<file path="src/rtl/hamming_acc_param_if.sv">
// Session/beat bundle for hamming_acc_param. With HAMMING_ACC_THRESH_EN defined it
// also carries the threshold input and the registered match flag.
interface hamming_acc_param_if #(
  parameter int N = 32,
  parameter int W = 1
);
  localparam int OW = $clog2(N + 1);

  // Handshake: start is a one-cycle pulse, and in_valid qualifies g_input/e_input only while busy.
  // There is no back-pressure. o is final whenever done is high.
  logic          start;
  logic          in_valid;
  logic [W-1:0]  g_input;
  logic [W-1:0]  e_input;
  logic [OW-1:0] o;
  logic          busy;
  logic          done;
  logic [1:0]    state_dbg;
`ifdef HAMMING_ACC_THRESH_EN
  logic [OW-1:0] thresh;
  logic          match;

  modport master (
    output start, in_valid, g_input, e_input, thresh,
    input  o, busy, done, state_dbg, match
  );
  modport slave (
    input  start, in_valid, g_input, e_input, thresh,
    output o, busy, done, state_dbg, match
  );
`else
  modport master (
    output start, in_valid, g_input, e_input,
    input  o, busy, done, state_dbg
  );
  modport slave (
    input  start, in_valid, g_input, e_input,
    output o, busy, done, state_dbg
  );
`endif
endinterface

</file>
<file path="src/rtl/hamming_acc_param.sv">
// Streaming Hamming-distance accumulator: W bits per valid beat, N/W beats per session.
// Optional threshold compare enabled by defining HAMMING_ACC_THRESH_EN.
module hamming_acc_param #(
  parameter int N = 32,
  parameter int W = 1
) (
  input logic           clk,
  input logic           rst,
  hamming_acc_param_if.slave bus
);
  localparam int CC = N / W;
  localparam int OW = $clog2(N + 1);
  localparam int BW = $clog2(CC + 1);

  generate
    if (W < 1 || W > N || (N % W) != 0) begin : g_bad_cfg
      $error("hamming_acc_param: N must be a positive multiple of W");
    end
  endgenerate

  typedef enum logic [1:0] {
    ST_IDLE  = 2'd0,
    ST_ACCUM = 2'd1,
    ST_DONE  = 2'd2
  } state_e;

  state_e        state_q, state_d;
  logic [BW-1:0] cnt_q, cnt_d;
  logic [OW-1:0] o_q, o_d;
  logic [W-1:0]  diff;
  logic [OW-1:0] pc;
  logic [OW-1:0] sum;
  logic          take_beat;
  logic          last_beat;
`ifdef HAMMING_ACC_THRESH_EN
  logic          match_q, match_d;
`endif

  always_comb begin
    diff = bus.g_input ^ bus.e_input;
    pc   = '0;
    for (int i = 0; i < W; i++) begin
      pc = pc + OW'(diff[i]);
    end
    sum = o_q + pc;
  end

  // start wins over a coincident beat, so that beat is never counted.
  assign take_beat = !bus.start && (state_q == ST_ACCUM) && bus.in_valid;
  assign last_beat = take_beat && (cnt_q == BW'(CC - 1));

  always_ff @(posedge clk or negedge rst) begin
    if (!rst) begin
      state_q <= ST_IDLE;
      cnt_q   <= '0;
      o_q     <= '0;
`ifdef HAMMING_ACC_THRESH_EN
      match_q <= 1'b0;
`endif
    end else begin
      state_q <= state_d;
      cnt_q   <= cnt_d;
      o_q     <= o_d;
`ifdef HAMMING_ACC_THRESH_EN
      match_q <= match_d;
`endif
    end
  end

  always_comb begin
    state_d = state_q;
    cnt_d   = cnt_q;
    o_d     = o_q;
    if (bus.start) begin
      state_d = ST_ACCUM;
      cnt_d   = '0;
      o_d     = '0;
    end else if (take_beat) begin
      o_d   = sum;
      cnt_d = cnt_q + BW'(1);
      if (last_beat) begin
        state_d = ST_DONE;
      end
    end
  end

`ifdef HAMMING_ACC_THRESH_EN
  always_comb begin
    match_d = match_q;
    if (bus.start) begin
      match_d = 1'b0;
    end else if (last_beat) begin
      match_d = (sum <= bus.thresh);
    end
  end
`endif

  always_comb begin
    bus.o         = o_q;
    bus.busy      = (state_q == ST_ACCUM);
    bus.done      = (state_q == ST_DONE);
    bus.state_dbg = state_q;
`ifdef HAMMING_ACC_THRESH_EN
    bus.match     = match_q;
`endif
  end
endmodule

</file>
<file path="src/flat_wrapper.sv">
// flat-port wrapper written by rule: the top's interface ports become plain ports
module hamming_acc_param_flat 
#(
  parameter int N = 32,
  parameter int W = 1
)
  (clk, rst, bus_start, bus_in_valid, bus_g_input, bus_e_input, bus_o, bus_busy, bus_done, bus_state_dbg);
  hamming_acc_param_if #(.N(N), .W(W)) bus_i ();
  input logic clk;
  input logic rst;
  input wire logic [$bits(bus_i.start)-1:0] bus_start;
  input wire logic [$bits(bus_i.in_valid)-1:0] bus_in_valid;
  input wire logic [$bits(bus_i.g_input)-1:0] bus_g_input;
  input wire logic [$bits(bus_i.e_input)-1:0] bus_e_input;
  output wire logic [$bits(bus_i.o)-1:0] bus_o;
  output wire logic [$bits(bus_i.busy)-1:0] bus_busy;
  output wire logic [$bits(bus_i.done)-1:0] bus_done;
  output wire logic [$bits(bus_i.state_dbg)-1:0] bus_state_dbg;
  assign bus_i.start = bus_start;
  assign bus_i.in_valid = bus_in_valid;
  assign bus_i.g_input = bus_g_input;
  assign bus_i.e_input = bus_e_input;
  assign bus_o = bus_i.o;
  assign bus_busy = bus_i.busy;
  assign bus_done = bus_i.done;
  assign bus_state_dbg = bus_i.state_dbg;
  hamming_acc_param #(.N(N), .W(W)) u_core (.clk(clk), .rst(rst), .bus(bus_i));
endmodule
</file>
<file path="config.mk">
export PLATFORM = sky130hd
export DESIGN_NAME = hamming_acc_param_flat
export DESIGN_NICKNAME = d
export VERILOG_FILES = /design/src/rtl/hamming_acc_param_if.sv /design/src/rtl/hamming_acc_param.sv /design/src/flat_wrapper.sv
export SDC_FILE = /design/constraint.sdc
export NUM_CORES = 1
export LEC_CHECK = 0
export CORE_UTILIZATION = 45
export CTS_BUF_LIST = sky130_fd_sc_hd__clkbuf_4 sky130_fd_sc_hd__clkbuf_8
export DETAILED_ROUTE_END_ITERATION = 7
export DONT_BUFFER_PORTS = 1
export HOLD_SLACK_MARGIN = 0.03
export PLACE_DENSITY_LB_ADDON = 0.08
export SYNTH_ARGS = -nofsm -noshare
export SYNTH_HDL_FRONTEND = slang
export SYNTH_SLANG_ARGS = --single-unit
</file>
<file path="constraint.sdc">
create_clock -name clk -period 1.95 [get_ports clk]
set_clock_uncertainty 0.2 [all_clocks]
set_input_delay 0.4875 -clock clk [delete_from_list [all_inputs] [get_ports clk]]
set_output_delay 0.4875 -clock clk [all_outputs]
set_load 0.01 [all_outputs]
</file>
# --- Word-level counts from Yosys, hierarchy flattened ---
# Cells that the tools add are included.
word_totals:
  in_bits: 6
  word_cells: 23
  regBits: 14
  output_inout_bits: 10
op_classes:
  n_eq_ne: 3
  bitwise_logic: 1
  muxes: 7
  addsub: 2
  reduce_logical: 7
op_table:
  columns: ["cell", "count"]
  rows:
  - ["2-to-1 mux 6 bit", 4]
  - ["adder 6 x 1 -> 6 bit", 1]
  - ["adder 6 x 1 -> 6 bit (second input constant)", 1]
  - ["== test 6 x 5 -> 1 bit (second input constant)", 1]
  - ["2-to-1 mux 2 bit", 3]
  - ["nonzero test 2 bit", 2]
  - ["logical AND 1 bit", 3]
  - ["== test 2 x 1 -> 1 bit (second input constant)", 1]
  - ["== test 2 bit (second input constant)", 1]
  - ["AND reduction 2 bit", 1]
  - ["zero test 1 bit", 1]
  - ["XOR 1 bit", 1]

# --- Logic depth before layout (Yosys ltp) ---
depth:
  word_depth: 7
  mapped_depth: 6
  ltp_nobuf: 6

# --- Worst setup path before layout ---
# Ideal clock, no wire load.
synth_timing:
  path_type: "input-to-reg"
  start: "input bus_g_input"
  end: "register u_core.o_q[4] (netlist: u_core.bus.o[4])"
  required_ns: 1.672
  setup_slack_ns: 0.228
  n_path_buf: 0
  setup_ns: 0.078
  cell_stages: 6
  arrival_ns: 1.444
  cell_sequence: "xor2_1 > ha_1 > ha_1 > nand2_1 > or3_1 > a21oi_1"
synth_via:
  elab_chain_cells: 4
synth_rtl:
  columns: ["element", "line_no", "rtl"]
  rows:
  - ["start, declared", "flat_wrapper.sv:13", "input wire logic [$bits(bus_i.g_input)-1:0] bus_g_input;"]
  - ["XOR 1 bit", "hamming_acc_param.sv:40", "diff = bus.g_input ^ bus.e_input;"]
  - ["adder 6 x 1 -> 6 bit", "hamming_acc_param.sv:45", "sum = o_q + pc;"]
  - ["2-to-1 mux 6 bit", "hamming_acc_param.sv:78", "end else if (take_beat) begin"]
  - ["2-to-1 mux 6 bit", "hamming_acc_param.sv:74", "if (bus.start) begin"]
  - ["end signal, assigned", "hamming_acc_param.sv:56", "o_q <= '0;"]
  - ["end signal, assigned", "hamming_acc_param.sv:63", "o_q <= o_d;"]
  - ["end, declared", "hamming_acc_param.sv:29", "logic [OW-1:0] o_q, o_d;"]
# No other way between the ends. The select of a mux whose other input is x is not followed.
# A chain may end at the register's enable or synchronous reset.

# --- Final worst setup path ---
layout_timing:
  start: "register u_core.state_q[0] (netlist: u_core.bus.state_dbg[0])"
  end: "output bus_busy"
layout_via:
  elab_chain_cells: 1
layout_rtl:
  columns: ["element", "line_no", "rtl"]
  rows:
  - ["start, declared", "hamming_acc_param.sv:27", "state_e state_q, state_d;"]
  - ["start signal, assigned", "hamming_acc_param.sv:61", "state_q <= state_d;"]
  - ["== test 2 x 1 -> 1 bit", "hamming_acc_param.sv:100", "bus.busy = (state_q == ST_ACCUM);"]
  - ["end, declared", "flat_wrapper.sv:16", "output wire logic [$bits(bus_i.busy)-1:0] bus_busy;"]
# No other way between the ends.

==> metrics.md <==
| Metric | Value |
|---|---|
| Outcome | `finished, final reports clean` |
| Fin cells | `88` |
| Endpoint class of the critical path | `output pin` |
| Startpoint Class | `register` |
| Nets | `83` |
| Filler cells | `130` |
| Setup CP Type | `register to output pin` |
| Tmin final | `1.77 ns` |
| Highest clock rate | `564 MHz` |
| CTS tree | `done` |
| Ant diodes | `0` |
| Die H | `41.6 µm` |
| Die Footprint | `0.00173 mm²` |
| P_leak | `0.000354 µW` |
| Worst slack at placement | `0.109 ns` |
| Tightest Pin Transition | `0.629 ns` |
| Endpoints failing hold | `0` |
| Placed cell areas | `732 µm²` |
| Fin area | `778 µm²` |
| Wire per inst | `14.6 µm` |
| Synth Cell Area | `707 µm²` |
| Sequential area share after synthesis | `49.6%` |
| CP bufs+invs | `1` |
| Final Power | `555 µW` |
| First-pass DRT Iterations | `4` |
| Synth cell types | `19` |
| Deepest clock path buffer count | `2` |
| # clock sinks | `14` |
| Max Slew Vio Count | `0` |
| GPL Wtd Cong | `0.755` |
| Register Area | `350 µm²` |
| Period Utilization, post-route | `91.0%` |
| DRT antenna net count | `0` |
| Slew HR | `57.9%` |
| Syn avg cell area | `10.4 µm²` |
| Post-synthesis cell count | `68` |
| Worst Hold Class | `input pin to register` |
| Yosys reg bits | `14` |
| Std cell rows | `13` |
| Vias | `514` |
| Fraction of layout cells with a size suffix above 1 | `9.59%` |
| Vias in the first global route | `465` |
| Via/cell ratio | `5.84` |
| GRT overflow | `0` |
| RSZ-0062 raised after global routing | `no` |
| Yosys warning count | `0` |
| Hold Buf Count CTS | `1` |
| Largest net degree at the start of global routing | `15` |
| TritonCTS buffer count | `3` |
| Post-DP HPWL | `878 µm` |
| Maxcap violations | `0` |
| Final worst setup slack | `0.176 ns` |
| Total Wirelength | `1290 µm` |
| Die width | `41.6 µm` |
| Placed insts | `83` |
| Setup Fix Bufs, Post-CTS | `0` |
| Multi-input combinational cell area | `344 µm²` |
| Area Growth Syn to Fin | `10.1%` |
| H-tree depth | `1` |
| Overall routing resource usage | `16.9%` |
| Clock Pin Slew Worst Setup and Hold Paths | `0.09 ns` |
| Post-Syn Nets | `77` |
| DR iter-0 viols | `8` |
| Max VDD drop | `335 µV` |
| Starting Density | `51.1%` |
| Input/output buffers | `0` |
| Critical Path Slowest Stage Cell | `dfrtp_1` |
| Pwr Density | `713 mW/mm²` |
| IO Pins | `16` |
| CP max stage delay | `0.39 ns` |
| Latest clock arrival within the worst-skew pair | `0.28 ns` |
| Fin Setup TNS | `0 ns` |
| Core Box Area | `0.00138 mm²` |
| First-pass GRT wire length | `2210 µm` |
| Final Setup Violations | `0` |
| CTS resizes | `0` |
| Crit-path leading delay family | `flip-flops` |
| CTS root buffer | `clkbuf_4` |
| Post-route DRC | `0` |
| Critical-path cell list | `buf_4 > nor2b_1` |
| Initial antenna violation count | `0` |
| Arr. time, crit path | `1.09 ns` |
| Required time worst endpoint | `1.26 ns` |
| CP max FO | `8` |
-- logic make-up after synthesis --
group                      share of synthesized area, %
DFF                                                49.6
xor gates and xnor gates                           4.96
muxes                                              4.25
buffers and inverters                              1.77
AOI/OAI and AO/OA                                  10.3
and+or+nand+nor                                    23.9
adders and majority gates                          5.31
-- cell type report --
class / count / area share (%)
Timing Repair Buffer: 3 / 3.22
Tap cell: 15 / 2.41
Inverter: 1 / 0.482
Sequential cell: 14 / 45.0
Multi-Input combinational cell: 51 / 44.2
Clock buffer: 4 / 4.66
-- metrics by stage --
stage	hold slack (ns)	utilization, %
floorplan	-0.00809	-
global placement	-0.00783	52.9
detailed placement	-0.00780	52.9
CTS	0.0447	56.3
global route	0.0433	56.3
finish	0.0554	56.3
-- registers in the layout, indices dropped and copies added, names as in the netlist --
signal	flops
u_core.bus.o	6
u_core.bus.state_dbg	2
u_core.cnt_q	6
-- power breakdown --
part | leakage [µW] | total [µW] | internal [µW] | switching [µW]
Sequential | 0.000188 | 309 | 298 | 11.0
Clock | 0.0000210 | 212 | 114 | 98.6
Combinational | 0.000145 | 33.4 | 15.0 | 18.4
Total | 0.000354 | 555 | 427 | 128
-- cell usage after synthesis --
library cell | number | area (µm²)
a21o_1 | 1 | 7.51
a21oi_1 | 7 | 35.0
nand3b_1 | 1 | 7.51
nand4b_4 | 1 | 23.8
o21ai_0 | 6 | 30.0
nand2_1 | 5 | 18.8
nand4b_1 | 3 | 26.3
buf_2 | 1 | 5.00
or3_1 | 6 | 37.5
inv_1 | 1 | 3.75
nand4_1 | 2 | 12.5
nor2_1 | 7 | 26.3
mux2i_1 | 3 | 30.0
clkbuf_1 | 1 | 3.75
dfrtp_1 | 14 | 350
xor2_1 | 4 | 35.0
or4b_1 | 1 | 10.0
ha_1 | 3 | 37.5
nor2b_1 | 1 | 6.26
-- worst paths after layout --
| kind | cells after the start | start | to | slack [ns] |
|---|---|---|---|---|
| worst min-delay path | 1 | bus_start | u_core.bus.o[3] | 0.06 |
| worst max-delay path | 2 | u_core.bus.state_dbg[0] | bus_busy | 0.18 |
| min in group asynchronous | 1 | rst | u_core.bus.state_dbg[0] | 0.46 |
| max in group asynchronous | 1 | rst | u_core.cnt_q[3] | 0.69 |
| worst max register to register | 4 | u_core.cnt_q[0] | u_core.bus.state_dbg[0] | 0.28 |
| worst min register to register | 2 | u_core.cnt_q[5] | u_core.cnt_q[5] | 0.34 |
-- cells in the final DEF (no fill, tap or decap), drive strengths merged, types with 2 or more instances in the layout --
cell     n
mux2i    3
clkbuf   4
nand2    5
xor2     4
nor2     7
nand4    2
a21oi    7
o21ai    6
nand4b   4
ha       3
or3      6
buf      2
dfrtp   14
-- metal layers --
metal / up-vias / global-route usage, % / part of all wire, % / wire length, µm
li1: 255 / - / - / -
met1: 233 / 24.9 / 51 / 659
met2: 22 / 22.5 / 42 / 544
met3: 4 / 3.91 / 5.1 / 66
met4: 0 / 9.68 / 1.5 / 19
met5: - / 0 / 0 / 0
Note: power is estimated with default switching activity, not from simulation.
